## src/rtl/fwd_hazard_ctrl.sv

```systemverilog
// Forwarding-select and load-use hazard control for a 5-stage in-order pipeline.
// Tracks {rd, regwrite, memread, valid} for EX/MEM/WB and registers the EX operand-mux selects.
module fwd_hazard_ctrl (
  input  logic       clk,
  input  logic       rst,
  input  logic [4:0] id_rs1,
  input  logic [4:0] id_rs2,
  input  logic [4:0] id_rd,
  input  logic       id_regwrite,
  input  logic       id_memread,
  input  logic       id_valid,
  input  logic       flush,
  output logic [1:0] fwd_a,
  output logic [1:0] fwd_b,
  output logic       stall,
  output logic       ex_bubble
);

  localparam logic [1:0] SEL_RF  = 2'b00;
  localparam logic [1:0] SEL_WB  = 2'b01;
  localparam logic [1:0] SEL_MEM = 2'b10;

  logic [4:0] r_ex_rd,  r_mem_rd,  r_wb_rd;
  logic       r_ex_rw,  r_mem_rw,  r_wb_rw;
  logic       r_ex_mr,  r_mem_mr,  r_wb_mr;
  logic       r_ex_v,   r_mem_v,   r_wb_v;
  logic [1:0] r_fwd_a,  r_fwd_b;
  logic       r_ex_bubble;

  logic [4:0] w_id_rs   [2];
  logic [1:0] w_sel_next[2];
  logic [1:0] w_rs_hit_ex;
  logic       w_ex_prod;
  logic       w_mem_prod;
  logic       w_stall;
  logic       w_bubble_in;

  assign w_id_rs[0] = id_rs1;
  assign w_id_rs[1] = id_rs2;

  // A producer only counts if it is real, writes a register, and that register is not x0.
  assign w_ex_prod  = r_ex_v  && r_ex_rw  && (r_ex_rd  != 5'd0);
  assign w_mem_prod = r_mem_v && r_mem_rw && (r_mem_rd != 5'd0);

  genvar gi;
  generate
    for (gi = 0; gi < 2; gi++) begin : g_src
      assign w_rs_hit_ex[gi] = (w_id_rs[gi] == r_ex_rd);

      // EX producer is younger than MEM producer, so it wins when both match.
      always_comb begin
        w_sel_next[gi] = SEL_RF;
        if (w_ex_prod && (r_ex_rd == w_id_rs[gi])) begin
          w_sel_next[gi] = SEL_MEM;
        end else if (w_mem_prod && (r_mem_rd == w_id_rs[gi])) begin
          w_sel_next[gi] = SEL_WB;
        end
      end
    end
  endgenerate

  // Load in EX whose result the ID instruction needs: data is not ready until after MEM.
  assign w_stall = r_ex_v && r_ex_mr && (r_ex_rd != 5'd0) && id_valid && !flush
                   && (|w_rs_hit_ex);

  assign w_bubble_in = w_stall || flush || !id_valid;

  always_ff @(posedge clk) begin
    if (rst) begin
      r_ex_rd     <= 5'd0;
      r_ex_rw     <= 1'b0;
      r_ex_mr     <= 1'b0;
      r_ex_v      <= 1'b0;
      r_mem_rd    <= 5'd0;
      r_mem_rw    <= 1'b0;
      r_mem_mr    <= 1'b0;
      r_mem_v     <= 1'b0;
      r_wb_rd     <= 5'd0;
      r_wb_rw     <= 1'b0;
      r_wb_mr     <= 1'b0;
      r_wb_v      <= 1'b0;
      r_fwd_a     <= SEL_RF;
      r_fwd_b     <= SEL_RF;
      r_ex_bubble <= 1'b1;
    end else begin
      r_wb_rd  <= r_mem_rd;
      r_wb_rw  <= r_mem_rw;
      r_wb_mr  <= r_mem_mr;
      r_wb_v   <= r_mem_v;
      r_mem_rd <= r_ex_rd;
      r_mem_rw <= r_ex_rw;
      r_mem_mr <= r_ex_mr;
      r_mem_v  <= r_ex_v;
      if (w_bubble_in) begin
        r_ex_rd <= 5'd0;
        r_ex_rw <= 1'b0;
        r_ex_mr <= 1'b0;
        r_ex_v  <= 1'b0;
        r_fwd_a <= SEL_RF;
        r_fwd_b <= SEL_RF;
      end else begin
        r_ex_rd <= id_rd;
        r_ex_rw <= id_regwrite;
        r_ex_mr <= id_memread;
        r_ex_v  <= 1'b1;
        r_fwd_a <= w_sel_next[0];
        r_fwd_b <= w_sel_next[1];
      end
      r_ex_bubble <= w_bubble_in;
    end
  end

  // The WB record and MEM.memread are kept for completeness but feed no decision here.
  logic w_unused;
  assign w_unused = ^{r_wb_rd, r_wb_rw, r_wb_mr, r_wb_v, r_mem_mr};

  assign fwd_a     = r_fwd_a;
  assign fwd_b     = r_fwd_b;
  assign stall     = w_stall;
  assign ex_bubble = r_ex_bubble;

endmodule

```

## config.mk

```make
export PLATFORM = sky130hd
export DESIGN_NAME = fwd_hazard_ctrl
export DESIGN_NICKNAME = d
export VERILOG_FILES = /design/src/rtl/fwd_hazard_ctrl.sv
export SDC_FILE = /design/constraint.sdc
export NUM_CORES = 1
export LEC_CHECK = 0
export BUFFER_PORTS_ARGS = -buffer_cell sky130_fd_sc_hd__buf_2
export CAP_MARGIN = 20
export CORE_ASPECT_RATIO = 1.1
export CORE_MARGIN = 2
export CORE_UTILIZATION = 30
export CTS_BUF_LIST = sky130_fd_sc_hd__clkbuf_8
export DETAILED_ROUTE_END_ITERATION = 6
export GPL_ROUTABILITY_DRIVEN = 0
export SLEW_MARGIN = 20
export SYNTH_ARGS = -nofsm -noshare
export SYNTH_HDL_FRONTEND = slang
export SYNTH_SLANG_ARGS = --single-unit
```

## constraint.sdc

```tcl
create_clock -name clk -period 3.6 [get_ports clk]
set_input_delay 0.18 -clock clk [delete_from_list [all_inputs] [get_ports clk]]
set_output_delay 0.18 -clock clk [all_outputs]
set_load 0.02 [all_outputs]
```

==> metrics <==
status=completed; Area contributors post-synth=dfxtp_1 (48%), xor2_1 (12%), xnor2_1 (8.3%); initial antenna violation count=0; Pwr per Cell Area=around 460 mW/mm^2; Synth Instances=slightly below 90; Site Rows=20; post-synthesis sequential area ratio=between 40% and 50%; Core Area=0.00273 mm^2; largest net degree at the start of global routing=15; diode count=0; Die H=around 60 um; DRT antenna net count=0; shortest period the worst path allows=2160 ps; critical path class=flip-flop to output pin; sequence of cells on the critical path=xor2_1 -> nor3_1 -> nand3_1 -> a21oi_2 -> and3b_1 -> buf_2; Slew Limit Fails=0; Initial Util=30.9%; crit start category=flip-flop; clk_skew=a little over 1 ps; Worst path slowest cell=a21oi_2; Resized cells post-CTS=0; io pins=27; largest stage delay on the critical path=around 460 ps; period utilization=around 60%; Vias/cell=approximately 4.6; worst-path fanout max=14; via count of the first global-routing pass=657; Worst Tran Pin Value=around 500 ps; average wire per standard cell=around 11 um; count of warnings emitted by yosys=0; Worst Setup End Kind=output pin; post-synthesis async set-or-reset flop share=0%; RSZ-0062 raised after global routing=false; Synth Register Bits=20; headroom to the max-slew limit=between 60% and 70%; CTS Buffer Depth=2; post-synth net total=110; Tightest Hold Check Type=input port to flip-flop; share of layout cells above drive strength 1=between 20 and 30%; first-pass iteration count of the detailed router=2; number of port buffers=26; clk_lat worst skew=between 200 and 300 ps; final core utilization=between 30% and 40%; Synth Flop Type=dfxtp_1; nets=140; DRC violations left=0; CTS sink cnt=20; clock-pin transition on the worst setup and hold timing paths=about 70 ps; Final setup viols=0; final hold violations=0; worst IR drop on VDD=around 0.00030 V; initial DRC count=10; routed vias=694; fmax=between 400 and 500 MHz; EDFF count, synth=0; CTS tree=yes; Die ar.=~0.0032 mm^2; total of max-cap violations=0; Global Route Usage Sum=approximately an eighth; Hold Buf Count CTS=0; H-tree Lvls=1; Setup Buffers After CTS=0; post-synth cell types=18; most frequent cells after synthesis=dfxtp_1 (20), xor2_1 (12), nor2_1 (10); leakage=0.492 nW; synthesized area=roughly 840 um^2; Die X=roughly 55 um; first-pass GRT wire length=2820 um; synthesized area per cell=~9.5 um^2; TritonCTS Buffers=3; drt total wl=between 1500 and 2000 um; biggest area consumer among synthesized cells=dfxtp_1; Synth top area share=47.5%; CP arrival=around 2000 ps; post-detail-place hpwl=~1400 um; most common cell in the netlist=dfxtp_1; GRT Residual Overflow=0; Fin Setup TNS=0 ps; clock root cell=clkbuf_8; Syn-to-layout area delta=27.9%; Critical Path RT=roughly 3400 ps
[logic make-up after synthesis]
family	synth area share (%)
XOR/XNOR	20.8
flip-flops	47.5
buffers and inverters	1.78
AO/OA/AOI/OAI	2.08
AND/OR/NAND/NOR	27.8
[worst paths after layout]
| kind | startpoint | end | slack (ps) | depth (start not counted) |
|---|---|---|---|---|
| worst min register to register | r_ex_rw | r_mem_rw | 480 | 1 |
| worst max register to register | r_ex_rd[4] | fwd_b[1] | 1910 | 5 |
| worst max-delay path | r_ex_rd[4] | stall | 1440 | 6 |
| worst min-delay path | id_rd[0] | r_ex_rd[0] | 130 | 3 |
[flip-flops by register name, indices dropped and copies added (netlist names)]
| name | count |
|---|---|
| fwd_a | 2 |
| fwd_b | 2 |
| r_mem_v | 1 |
| r_ex_rd | 5 |
| r_mem_rw | 1 |
| r_ex_mr | 1 |
| r_ex_rw | 1 |
| ex_bubble | 1 |
| r_mem_rd | 5 |
| r_ex_v | 1 |
[routing by layer]
metal | vias up | GRT usage (%) | wire length [um]
met2 | 20 | 21.5 | 836
met3 | 4 | 3.28 | 110
met5 | - | 0 | 0
met1 | 318 | 13.4 | 684
met4 | 0 | 8.57 | 42
li1 | 352 | - | -
[worst max-delay path: cells and delay by family (launching register included)]
| family | cells | cell delay [ps] |
|---|---|---|
| AO/OA/AOI/OAI | 1 | 460 |
| XOR/XNOR | 1 | 170 |
| buffers and inverters | 1 | 160 |
| flip-flops | 1 | 360 |
| AND/OR/NAND/NOR | 3 | 580 |
[layout by cell type, fill, tap and decap left out, drive strengths merged]
cell,Yosys,final
nor2b,7,7
a21oi,1,1
o2111ai,1,1
nor2,10,10
nand2b,1,1
bufinv,0,1
clkbuf,1,3
nor4,2,2
buf,1,27
nand2,8,8
xor2,12,12
or4,1,1
nor3b,1,1
xnor2,8,8
nor3,5,5
nand3,6,6
dfxtp,20,20
and3b,3,3
and2b,1,1
[metrics by stage]
| step | instance area (um^2) | instances | total power, mW | setup WS [ps] | hold WS [ps] |
|---|---|---|---|---|---|
| 6_report | 1080 | 151 | 0.491 | 1440 | 127 |
| 5_1_grt | 1080 | 151 | 0.509 | 1270 | 130 |
| 4_1_cts | 1080 | 151 | 0.497 | 1420 | 121 |
| 3_5_place_dp | 1010 | 147 | 0.274 | 1720 | 401 |
| 3_3_place_gp | 1010 | 147 | 0.274 | 1770 | 394 |
| 2_1_floorplan | 842 | 89 | 0.254 | 2040 | 252 |
[area by class of cell]
type                    count  area (um^2)
multi-input cells          67          427
clock buffers               3         41.3
repair buffers             27          138
well taps                  33         41.3
fillers                   285         1650
flip-flops and latches     20          400
clock inverters             1         30.0
[power by group]
group	switching, mW	total (mW)	internal, mW
registers	0.00367	0.229	0.226
logic	0.0184	0.0391	0.0208
clock network	0.0738	0.222	0.148
total	0.0959	0.491	0.395
Note: power is estimated with default switching activity, not from simulation.
